File: src/rtl/ps2_rx_fifo.sv
// ps2_rx_fifo: PS/2 device-to-host receiver with deglitch filters, frame checking
// (start, odd parity, stop, inter-bit timeout) and a first-word-fall-through byte FIFO
// drained by a valid/ready handshake.
//
// Optional build macro: PS2_PARITY_CHECK_EN
//   defined   -> frames with a parity mismatch are dropped and o_ParityErr pulses
//   undefined -> the parity bit is clocked through but ignored; o_ParityErr stays 0
//
// Handshake: o_Valid is high whenever the FIFO holds a byte and o_Data shows the head
// entry; a pop happens on every rising edge of i_clk where o_Valid and i_Ready are both
// high. o_Valid does not depend on i_Ready, and i_Ready is ignored while o_Valid is low.
//
// Debug: o_state exposes the frame FSM (0=IDLE, 1=DATA, 2=PARITY, 3=STOP).
module ps2_rx_fifo #(
  parameter int FILTER_LEN  = 8,
  parameter int FIFO_DEPTH  = 16,
  parameter int TIMEOUT_CYC = 10000
) (
  input  logic                            i_clk,
  input  logic                            i_rst,
  input  logic                            i_PS2C,
  input  logic                            i_PS2D,
  output logic [7:0]                      o_Data,
  output logic                            o_Valid,
  input  logic                            i_Ready,
  output logic [$clog2(FIFO_DEPTH+1)-1:0] o_Level,
  output logic                            o_FrameErr,
  output logic                            o_ParityErr,
  output logic                            o_Overflow,
  output logic [1:0]                      o_state
);

  localparam int AW = $clog2(FIFO_DEPTH);
  localparam int LW = $clog2(FIFO_DEPTH + 1);
  localparam int TW = $clog2(TIMEOUT_CYC + 1);

  typedef enum logic [1:0] {
    S_IDLE   = 2'd0,
    S_DATA   = 2'd1,
    S_PARITY = 2'd2,
    S_STOP   = 2'd3
  } state_t;

  // ---------------------------------------------------------------------------
  // Deglitch filters
  // ---------------------------------------------------------------------------
  logic [FILTER_LEN-1:0] c_sr, d_sr;
  logic [FILTER_LEN-1:0] c_sr_nxt, d_sr_nxt;
  logic                  c_filt, d_filt, c_prev;
  logic                  fall;

  // The level decision looks at the register contents including this cycle's
  // sample, so a clean pin change reaches the filtered level FILTER_LEN cycles later.
  assign c_sr_nxt = {c_sr[FILTER_LEN-2:0], i_PS2C};
  assign d_sr_nxt = {d_sr[FILTER_LEN-2:0], i_PS2D};

  // Shift both pins in and switch each filtered level only on a unanimous history.
  always_ff @(posedge i_clk) begin
    if (i_rst) begin
      c_sr   <= '1;
      d_sr   <= '1;
      c_filt <= 1'b1;
      d_filt <= 1'b1;
      c_prev <= 1'b1;
    end else begin
      c_sr   <= c_sr_nxt;
      d_sr   <= d_sr_nxt;
      if (&c_sr_nxt)       c_filt <= 1'b1;
      else if (~|c_sr_nxt) c_filt <= 1'b0;
      if (&d_sr_nxt)       d_filt <= 1'b1;
      else if (~|d_sr_nxt) d_filt <= 1'b0;
      c_prev <= c_filt;
    end
  end

  assign fall = c_prev & ~c_filt;

  // ---------------------------------------------------------------------------
  // Frame FSM
  // ---------------------------------------------------------------------------
  state_t        state;
  logic [2:0]    bit_cnt;
  logic [7:0]    shreg;
  logic [TW-1:0] tmo_cnt;
  logic [TW-1:0] tmo_inc;
  logic          timeout_hit;
  logic          parity_ok;
  logic          push_req;
  logic          frame_err_q;
  logic          parity_err_q;

`ifdef PS2_PARITY_CHECK_EN
  logic par_bit;
  // Odd parity: data bits plus parity bit must hold an odd number of ones.
  assign parity_ok = ^{shreg, par_bit};
`else
  assign parity_ok = 1'b1;
`endif

  // Saturating increment so a long idle gap can never wrap back below the limit.
  assign tmo_inc     = (tmo_cnt == TW'(TIMEOUT_CYC)) ? tmo_cnt : tmo_cnt + TW'(1);
  assign timeout_hit = (state != S_IDLE) && !fall && (tmo_inc == TW'(TIMEOUT_CYC));

  // The byte is written on the very cycle the stop-bit fall is seen.
  assign push_req = fall && (state == S_STOP) && d_filt && parity_ok;

  // Walk the 11-bit frame on filtered falls; a timeout abandons the frame.
  always_ff @(posedge i_clk) begin
    if (i_rst) begin
      state        <= S_IDLE;
      bit_cnt      <= 3'd0;
      shreg        <= 8'h00;
      tmo_cnt      <= '0;
      frame_err_q  <= 1'b0;
      parity_err_q <= 1'b0;
`ifdef PS2_PARITY_CHECK_EN
      par_bit      <= 1'b0;
`endif
    end else begin
      frame_err_q  <= 1'b0;
      parity_err_q <= 1'b0;
      if (fall)                  tmo_cnt <= '0;
      else if (state != S_IDLE)  tmo_cnt <= tmo_inc;
      case (state)
        S_IDLE: begin
          // A high data line on a fall is not a start bit; ignore it quietly.
          if (fall && !d_filt) begin
            state   <= S_DATA;
            bit_cnt <= 3'd0;
          end
        end
        S_DATA: begin
          if (fall) begin
            shreg   <= {d_filt, shreg[7:1]};
            bit_cnt <= bit_cnt + 3'd1;
            if (bit_cnt == 3'd7) state <= S_PARITY;
          end
        end
        S_PARITY: begin
          if (fall) begin
`ifdef PS2_PARITY_CHECK_EN
            par_bit <= d_filt;
`endif
            state   <= S_STOP;
          end
        end
        S_STOP: begin
          if (fall) begin
            state <= S_IDLE;
            if (!d_filt)         frame_err_q  <= 1'b1;
            else if (!parity_ok) parity_err_q <= 1'b1;
          end
        end
        default: state <= S_IDLE;
      endcase
      if (timeout_hit) begin
        frame_err_q <= 1'b1;
        state       <= S_IDLE;
      end
    end
  end

  assign o_FrameErr  = frame_err_q;
  assign o_ParityErr = parity_err_q;
  assign o_state     = state;

  // ---------------------------------------------------------------------------
  // FWFT FIFO
  // ---------------------------------------------------------------------------
  logic [7:0]    mem [FIFO_DEPTH];
  logic [AW-1:0] wr_ptr, rd_ptr;
  logic [LW-1:0] count;
  logic          full, pop, push_acc, ovf_q;

  assign full     = (count == LW'(FIFO_DEPTH));
  assign pop      = o_Valid & i_Ready;
  // A simultaneous pop frees the slot, so a push into a full FIFO is still taken.
  assign push_acc = push_req & (!full | pop);

  // Storage array; entries are only visible through o_Data while o_Valid is high.
  always_ff @(posedge i_clk) begin
    if (push_acc) mem[wr_ptr] <= shreg;
  end

  // Pointers, occupancy and the overflow pulse.
  always_ff @(posedge i_clk) begin
    if (i_rst) begin
      wr_ptr <= '0;
      rd_ptr <= '0;
      count  <= '0;
      ovf_q  <= 1'b0;
    end else begin
      ovf_q <= push_req & full & !pop;
      if (push_acc) wr_ptr <= wr_ptr + AW'(1);
      if (pop)      rd_ptr <= rd_ptr + AW'(1);
      case ({push_acc, pop})
        2'b10:   count <= count + LW'(1);
        2'b01:   count <= count - LW'(1);
        default: count <= count;
      endcase
    end
  end

  assign o_Valid    = (count != '0);
  assign o_Data     = o_Valid ? mem[rd_ptr] : 8'h00;
  assign o_Level    = count;
  assign o_Overflow = ovf_q;

endmodule

File: config.mk
export PLATFORM = sky130hd
export DESIGN_NAME = ps2_rx_fifo
export DESIGN_NICKNAME = d
export VERILOG_FILES = /design/src/rtl/ps2_rx_fifo.sv
export SDC_FILE = /design/constraint.sdc
export NUM_CORES = 1
export LEC_CHECK = 0
export CAP_MARGIN = 20
export CORE_MARGIN = 4
export CORE_UTILIZATION = 52
export CTS_BUF_LIST = sky130_fd_sc_hd__clkbuf_4 sky130_fd_sc_hd__clkbuf_8
export CTS_CLUSTER_SIZE = 25
export DETAILED_ROUTE_END_ITERATION = 8
export PLACE_DENSITY_LB_ADDON = 0.2
export SLEW_MARGIN = 15
export SYNTH_ARGS = -nofsm -noshare
export SYNTH_HDL_FRONTEND = slang
export SYNTH_SLANG_ARGS = --single-unit
File: constraint.sdc
create_clock -name i_clk -period 5.6 [get_ports i_clk]
set_input_delay 0.56 -clock i_clk [delete_from_list [all_inputs] [get_ports i_clk]]
set_output_delay 0.56 -clock i_clk [all_outputs]
set_load 0.02 [all_outputs]
==> flow_summary.json <==
{
  "cts_root_buffer": "clkbuf_8",
  "multi_input_area_um2": 2556,
  "cts_resized": 0,
  "synthFlopType": "edfxtp_1",
  "insertion_delay_ps": 460,
  "drt_first_iter_violations": 318,
  "max_clock_freq_ghz": 0.2722,
  "grt_use_met2": 0.3193,
  "cp_top_family": "buffers and inverters",
  "postCtsHoldBufs": 0,
  "final_nets": 576,
  "grt_usage": 0.1923,
  "hold_path_class": "flop to flop",
  "slew_headroom": 0.2448,
  "netlist_area_um2": 7797,
  "drc": 0,
  "yosys_warnings": 0,
  "synth.ff_latch_count": 191,
  "cap_violations": 0,
  "fin_crit_sh": 0.6560,
  "drtAntennaViolNets": 0,
  "start_util": 0.5345,
  "end_kind": "output pin",
  "row_count": 44,
  "rsz0062_at_grt": "no",
  "worst_path_max_delay_cell": "mux4_2",
  "crit_chain": "buf_4 > mux4_2 > mux4_2 > and2_1 > clkdlybuf4s50_1",
  "io_buffers": 22,
  "grt_pass1_vias": 4427,
  "slowest_delay_ps": 590,
  "vias": 4295,
  "overflow": 0,
  "worst-path-buf-inv": 2,
  "tritoncts": "done",
  "grt_pass1_wl_um": 23930,
  "viasPerCell": 5.719,
  "netlist_instances": 532,
  "totalPowerFinal_w": 0.003055,
  "grtUsageMet1": 0.2434,
  "die_h_um": 130.5,
  "final_layout_size_suffix_gt1_frac": 0.1817,
  "cts-buffers-inserted": 17,
  "htreeDepth": 4,
  "worst_pin_slew_ps": 1129,
  "die_w_um": 130.5,
  "antenna_found_initial": 0,
  "ys_seq_area_frac": 0.6547,
  "post_cts_buffers": 0,
  "gp_congestion": 0.8131,
  "dpl.hpwl_um": 9513,
  "clock_skew_ps": 9.175,
  "hold_viol_final": 0,
  "drtPass1Iterations": 4,
  "coreArea_um2": 14590,
  "wl_um": 15090,
  "slew_viol_final": 0,
  "crit_top_cell": "mux4_2",
  "synthDistinctLibCells": 49,
  "grt_max_degree": 33,
  "ir_drop_uv": 159.1,
  "setup_viol": 0,
  "fillers": 1086,
  "regArea_um2": 5106,
  "synth_nets": 554,
  "finalCriticalPeriod_ps": 3674,
  "wl_per_cell_um": 20.10,
  "cp-start-kind": "flop",
  "whs_ps": 464.9,
  "diodes": 0,
  "syn_area_per_cell_um2": 14.66,
  "critical_path.max_fanout": 32,
  "syn_to_final_growth_pct": 10.83,
  "async_reset_ff_frac": 0,
  "use_met3": 0.05203,
  "crit_arrival_ps": 3110,
  "top_usage_layer": "met2",
  "synth_edf_count": 128,
  "ios": 24,
  "cts.path.max_buffers": 2,
  "fp.dieArea_um2": 17020,
  "status": "complete, no violations",
  "path_class": "flop to output pin",
  "clk_pin_slew_ps": 80,
  "clock-sinks": 191,
  "required_ps": 5040,
  "power_density_nw_per_um2": 353.5,
  "tns_ps": 0,
  "p_leak_nw": 2.826
}
-- per-stage QoR --
step,utilization,instance area (µm²),setup WS (ps),cells
5_1_grt,0.5924,8642,1739,751
3_5_place_dp,0.5608,8182,2326,716
2_1_floorplan,-,7797,2776,532
6_report,0.5924,8642,1926,751
3_3_place_gp,0.5608,8182,2369,716
4_1_cts,0.5899,8606,1848,748
-- path summary, 6_finish.rpt --
check	startpoint	endpoint	slack [ps]	depth (start not counted)
worst max-delay path	flop	o_Data[7]	1930	5
worst min-delay path	c_sr[4]	c_sr[5]	460	1
worst max register to register	o_Level[0]	o_Level[4]	2300	10
worst min register to register	c_sr[4]	c_sr[5]	460	1
-- synth_stat cells, types with 10 or more instances --
library cell / number / area (µm²)
a21oi_1: 21 / 105.1
and2_1: 10 / 62.56
clkbuf_1: 18 / 67.56
dfxtp_1: 63 / 1261
edfxtp_1: 128 / 3844
ha_1: 16 / 200.2
inv_1: 13 / 48.80
mux4_2: 40 / 900.9
nand2_1: 32 / 120.1
nand3_1: 20 / 100.1
nor2_1: 46 / 172.7
or2_2: 17 / 106.4
xnor2_1: 13 / 113.9
-- kinds of logic after synthesis --
kind of cell,after synthesis,share of synthesized area
flops,191,0.6547
simple gates,176,0.1176
mux,45,0.1221
compound gates,42,0.03177
buf+inv,38,0.02038
xor+xnor,22,0.02471
fa+ha+maj,17,0.02824
other cells,1,0.0004809
-- power by group --
group	switching [W]	internal, W
sequential	0.0000240	0.00151
combinational	0.000297	0.000287
clock	0.000455	0.000486
total	0.000776	0.00228
-- registers in the layout, summed over array words and instances (netlist names), 2 cells and up, named ones only --
signal and count:
c_sr 7, bit_cnt 3, mem 128, shreg 8, o_state 2, o_Level 5, d_sr 7, tmo_cnt 14
rd_ptr 4, wr_ptr 4
-- cell usage in the layout, fill, tap and decap left out, types with 16 or more instances in the layout --
| cell | synthesis | routed |
|---|---|---|
| nor2_1 | 46 | 45 |
| edfxtp_1 | 128 | 128 |
| or2_2 | 17 | 17 |
| mux4_2 | 40 | 40 |
| nand2_1 | 32 | 32 |
| a21oi_1 | 21 | 21 |
| nand3_1 | 20 | 20 |
| clkbuf_8 | 0 | 20 |
| clkdlybuf4s50_1 | 0 | 22 |
| dfxtp_1 | 63 | 62 |
| ha_1 | 16 | 16 |
-- per-layer routing --
layer / vias to the layer above / wire length [µm]
met5: - / 0
met4: 0 / 363
met3: 23 / 683
met2: 91 / 7731
met1: 2154 / 6314
li1: 2027 / -
-- worst register-to-register path: stages, from the launching register on --
cell and delay [ps]:
dfxtp_1 370, nor4_1 570, nand2_1 470, nand3_1 350, inv_1 160, fa_1 430
a21o_1 190, a21oi_1 200, mux2i_1 260, xnor2_1 150, nor2_1 50
-- area by class of cell --
class | instances | area share
clock buffer | 22 | 0.03359
clock inverter | 10 | 0.01549
inverter | 13 | 0.005646
multi-input combinational | 303 | 0.2958
sequential | 191 | 0.5909
tap | 184 | 0.02664
timing repair buffer | 28 | 0.03200
(Power assumes the default switching activity.)
